### config.mk
export PLATFORM = sky130hd
export DESIGN_NAME = edge_filter
export DESIGN_NICKNAME = d
export VERILOG_FILES = /design/src/rtl/edge_filter_pkg.sv /design/src/rtl/edge_filter_sync.sv /design/src/rtl/edge_filter.sv
export SDC_FILE = /design/constraint.sdc
export NUM_CORES = 1
export LEC_CHECK = 0
export ABC_AREA = 1
export CAP_MARGIN = 10
export CORE_ASPECT_RATIO = 0.6
export CORE_MARGIN = 5
export CORE_UTILIZATION = 35
export DETAILED_ROUTE_END_ITERATION = 7
export PLACE_DENSITY_LB_ADDON = 0.25
export RECOVER_POWER = 50
export SLEW_MARGIN = 20
export SYNTH_ARGS = -nofsm -noshare
export SYNTH_HDL_FRONTEND = slang
export SYNTH_SLANG_ARGS = --single-unit
### constraint.sdc
create_clock -name aclk -period 1.45 [get_ports aclk]
set_input_delay 0.145 -clock aclk [delete_from_list [all_inputs] [get_ports aclk]]
set_output_delay 0.145 -clock aclk [all_outputs]
set_load 0.005 [all_outputs]
### src/rtl/edge_filter_pkg.sv
// edge_filter_pkg: control FSM encoding and default parameters for edge_filter
package edge_filter_pkg;
  localparam int DEF_CHANNELS     = 64;
  localparam int DEF_SYNC_STAGES  = 4;
  localparam int DEF_FILTER_WIDTH = 8;
  typedef enum logic {PRIME = 1'b0, RUN = 1'b1} state_t;
endpackage

### src/rtl/edge_filter_sync.sv
// sync_chain: multi-bit, multi-stage synchroniser without reset
module sync_chain #(
  parameter int WIDTH  = 1,
  parameter int STAGES = 2
) (
  input  logic             aclk,
  input  logic [WIDTH-1:0] d,
  output logic [WIDTH-1:0] q
);
  logic [STAGES-1:0][WIDTH-1:0] stage;
  // shift the asynchronous levels through the stages; metastability flops carry no reset
  always_ff @(posedge aclk) stage <= {stage[STAGES-2:0], d};
  assign q = stage[STAGES-1];
endmodule

### src/rtl/edge_filter.sv
// edge_filter: synchronised per-channel edge detector with sticky flags; glitch filter built in when EDGE_FILTER_DEBOUNCE_EN is defined
module edge_filter
  import edge_filter_pkg::*;
#(
  parameter int CHANNELS     = DEF_CHANNELS,
  parameter int SYNC_STAGES  = DEF_SYNC_STAGES,
  parameter int FILTER_WIDTH = DEF_FILTER_WIDTH
) (
  input  logic                    aclk,
  input  logic                    areset,
  input  logic [CHANNELS-1:0]     din,
  input  logic [CHANNELS-1:0]     cfg_rise,
  input  logic [CHANNELS-1:0]     cfg_fall,
  input  logic [FILTER_WIDTH-1:0] cfg_filter,
  input  logic [CHANNELS-1:0]     sts_clr,
  output logic [CHANNELS-1:0]     dout,
  output logic [CHANNELS-1:0]     sts_flags,
  output logic                    sts_any
);
  localparam int PW = $clog2(SYNC_STAGES + 1);
  state_t state, state_nx;
  logic [PW-1:0] prime_cnt;
  logic prime;
  logic [CHANNELS-1:0] sync, filt, filt_d, flags_nx;

  sync_chain #(.WIDTH(CHANNELS), .STAGES(SYNC_STAGES)) u_sync (
    .aclk (aclk),
    .d    (din),
    .q    (sync)
  );

  // state register and prime counter
  always_ff @(posedge aclk)
    if (areset) begin
      state     <= PRIME;
      prime_cnt <= '0;
    end else begin
      state     <= state_nx;
      prime_cnt <= prime ? prime_cnt + 1'b1 : prime_cnt;
    end

  // leave PRIME once the synchroniser has been flushed for S+1 cycles
  always_comb state_nx = (state == PRIME && prime_cnt == PW'(SYNC_STAGES)) ? RUN : state;

  // output decode: priming forces the filter to follow the synchronised level
  always_comb prime = state == PRIME;

`ifdef EDGE_FILTER_DEBOUNCE_EN
  logic [FILTER_WIDTH-1:0] cnt [CHANNELS];
  // glitch filter: a change is accepted after cfg_filter+1 consecutive differing cycles
  always_ff @(posedge aclk)
    for (int i = 0; i < CHANNELS; i++)
      if (areset || prime) begin
        filt[i] <= sync[i] & ~areset;
        cnt[i]  <= '0;
      end else if (sync[i] == filt[i])
        cnt[i] <= '0;
      else if (cnt[i] >= cfg_filter) begin
        filt[i] <= sync[i];
        cnt[i]  <= '0;
      end else
        cnt[i] <= cnt[i] + FILTER_WIDTH'(cnt[i] != '1);
`else
  logic unused_cfg_filter;
  assign unused_cfg_filter = ^cfg_filter;
  // without the glitch filter the synchronised level is taken directly
  always_ff @(posedge aclk) filt <= areset ? '0 : sync;
`endif

  // edge detection against the previous filtered level, gated by the per-channel enables
  always_ff @(posedge aclk)
    if (areset) begin
      filt_d <= '0;
      dout   <= '0;
    end else if (prime) begin
      filt_d <= sync;
      dout   <= '0;
    end else begin
      filt_d <= filt;
      dout   <= (filt & ~filt_d & cfg_rise) | (~filt & filt_d & cfg_fall);
    end

  // a new pulse wins over a simultaneous clear
  always_comb flags_nx = (sts_flags & ~sts_clr) | dout;

  // sticky flags and a summary bit that tracks them in the same cycle
  always_ff @(posedge aclk) begin
    sts_flags <= areset ? '0 : flags_nx;
    sts_any   <= ~areset & |flags_nx;
  end
endmodule

==> qor.csv <==
stage;metric;value;unit
run_status;outcome;complete, no violations;
yosys;distinct cell type count after synthesis;18;
yosys;Synth area leaders;dfxtp_1 70%, inv_1 6.6%, a21oi_1 6.4%;
sta;Final Setup Violations;0;
cts;TritonCTS buffer count;47;
worst_setup_path;type of the worst setup path;reg -> out;
routing;antenna viol nets, final;0;
routing;First-pass DRT Iterations;4;
cts;H-tree Lvls;2;
die;Total Die Area;46700;µm²
worst_setup_path;critical path arrival;1.21;ns
global_route;vias in the first global route;10600;
cts;clock sink total;517;
place;DP HPWL;27100;µm
die;top-level I/O count;395;
power;NetSw;0.00625;W
yosys;Yosys top cell area share;0.698;
routing;WL per Instance;14.8;µm
finish;Final nets;2183;
global_route;grt met3 use;0.0349;
worst_setup_path;CP startpoint kind;flop;
worst_setup_path;Crit path max-delay family;flip-flops;
finish;area growth from synthesis to layout;43.1;%
die;Vert. Die Dim;169;µm
cts;CTS tree;yes;
yosys;Synth Instances;1465;
finish;post-layout util;0.507;
sta;Tmin final;1.36;ns
worst_setup_path;Worst Path Max Fanout;2;
sta;Final period util;0.935;
sta;Layout Skew;0.0175;ns
worst_setup_path;Critical-path top delay cell;dfxtp_1;
power;total leakage power;9.87;nW
die;row cnt;58;
global_route;met2 Resource Use GR;0.261;
routing;via/cell ratio;4.18;
routing;DRT iter0 DRCs;495;
hold_path;WHS Path Cells;1;
die;core area;41900;µm²
cts;root buf cell;clkbuf_16;
sta;Worst Tran Pin Value;0.716;ns
global_route;GR peak layer;met2;
sta;fin. max-slew vios;0;
routing;routed via count;10600;
sta;Highest Clock Rate;738;MHz
cts;maximum root-to-sink buffer count;3;
routing;final wirelength;37500;µm
place;# port buffers;386;
worst_setup_path;crit end category;primary output;
finish;share of layout cells above drive strength 1;0.0922;
worst_setup_path;Req. time, crit path;1.31;ns
power;sw frac;0.210;
worst_setup_path;worst path buffer plus inverter count;1;
place;Cells after DPL;2411;
yosys;syn avg cell area;10.1;µm²
power;Pwr Density;1400;nW/µm²
power;worst vdd ir;1.02;mV
worst_setup_path;CP peak stage delay;0.37;ns
die;DIE WIDTH;276;µm
cts;Reg clk slew, reported paths;0.07;ns
power;combinational group share of total power;0.057;
finish;Non-Filler Instances;2529;
yosys;Ys Warns;0;
cts;worst skew pair latency;0.55;ns
power;clock network power share;0.435;
yosys;Synth area leader;dfxtp_1;
global_route;GRT overflow;0;
routing;DRC viols;0;
worst_setup_path;Worst path depth;1;
worst_setup_path;worst-path cell chain;clkdlybuf4s15_1;
global_route;initial antenna violation count;7;
power;Reg power frac;0.508;
power;Power Internal;0.0235;W
yosys;Seq cells post-synth;517;
sta;Final Hold Fails;0;
yosys;post-synthesis sequential area ratio;0.698;
place;GPL Wtd Cong;0.854;
yosys;syn nets;1733;
sta;Slew HR;0.523;
die;initial core utilization;0.354;
global_route;global-route met1 utilization;0.202;
global_route;largest net degree at the start of global routing;130;
flow_run;# Max-Cap Violations;0;
yosys;synthesized cell area;14800;µm²
hold_path;Min-Delay Path Class;in -> reg;
global_route;first-pass GRT wire length;57400;µm
global_route;Total GRT Usage;0.155;
worst_setup_path;R2R cell count;8;
cell usage in the layout (no fill, tap or decap), drive strengths merged:
| cell type | n |
|---|---|
| o21ai | 67 |
| inv | 265 |
| clkbuf | 66 |
| buf | 33 |
| clkdlybuf4s50 | 192 |
| ha | 2 |
| dlygate4sd2 | 128 |
| nand2 | 202 |
| bufinv | 6 |
| a21o | 6 |
| dfxtp | 517 |
| dlygate4sd3 | 88 |
| clkinvlp | 2 |
| clkinv | 9 |
| a211oi | 64 |
| nor2 | 113 |
| nand3 | 1 |
| clkdlybuf4s15 | 1 |
| diode | 7 |
| a21oi | 190 |
worst register-to-register path: cells and delay by family (launching register included):
family / cells / cell delay [ns]
AO/OA/AOI/OAI: 1 / 0.08
AND/OR/NAND/NOR: 7 / 0.83
flip-flops: 1 / 0.31
cell type report:
cell class,count,area (µm²)
Inverter,260,976
Clock inverter,22,298
Antenna cell,7,17.5
Fill cell,3846,20600
Clock buffer,64,1360
Multi-Input combinational cell,645,3200
Sequential cell,517,10400
Tap cell,570,713
Timing Repair Buffer,444,4250
path summary, 6_finish.rpt:
path / startpoint / to / slack (ns)
setup / recovery: dout[33] / dout[33] / 0.09
hold / removal: din[51] / u_sync.stage[51] / 0.14
setup reg to reg: sts_flags[20] / sts_any / 0.10
hold reg to reg: u_sync.stage[9] / u_sync.stage[73] / 0.31
power groups by stage:
stage          Clock [W]  Combinational, W  Sequential [W]
3_5_place_dp           0           0.00172          0.0155
4_1_cts           0.0134           0.00178          0.0151
6_report          0.0130           0.00170          0.0151
2_1_floorplan          0          0.000699          0.0154
5_1_grt           0.0140           0.00188          0.0152
3_3_place_gp           0           0.00169          0.0154
metal layers:
metal	vias up	routed length [µm]
met5	-	8
met4	2	807
met3	63	1800
met2	202	18000
met1	4818	16900
li1	5477	-
state kept, by name (all words and copies together) (netlist names):
| signal | count |
|---|---|
| filt_d | 64 |
| u_sync.stage | 192 |
| dout | 64 |
| prime_cnt | 3 |
| sts_any | 1 |
| filt | 64 |
| state | 1 |
| sts_flags | 64 |
| u_sync.q | 64 |
stage by stage:
stage	hold WS, ns	setup slack (ns)	area (µm²)	power [W]	TNS, ns
floorplan	0.173	0.418	14800	0.0161	0
finish	0.140	0.0945	21200	0.0298	0
global route	0.103	-0.000259	21200	0.0311	-0.000259
CTS	0.000726	-0.00616	21300	0.0303	-0.00616
global placement	0.310	-0.521	19500	0.0171	-0.521
detailed placement	0.312	-0.544	19500	0.0172	-0.544
repair_timing:
| action | in CTS | in global routing |
|---|---|---|
| hold endpoints to repair | 26 | 0 |
| buffers inserted | 1 | 0 |
| hold buffers | 24 | 0 |
| gates resized for setup | 172 | 3 |
| endpoints found under the setup margin | 130 | 1 |
| pin swaps | 0 | 3 |
kinds of logic after synthesis:
kind of cell,Yosys count,share of synthesized area
flip-flops,517,0.698
AO/OA/AOI/OAI,327,0.139
AND/OR/NAND/NOR,316,0.0800
buffers and inverters,303,0.0821
adder cells (fa/ha/maj),2,0.00169
cell usage after synthesis, drive strengths merged:
library cell / count
dfxtp: 517
inv: 260
nand2: 202
a21oi: 190
nor2: 113
o21ai: 67
a211oi: 64
buf: 31
clkbuf: 12
a21o: 6
ha: 2
nand3: 1
Note: power is estimated with default switching activity, not from simulation.
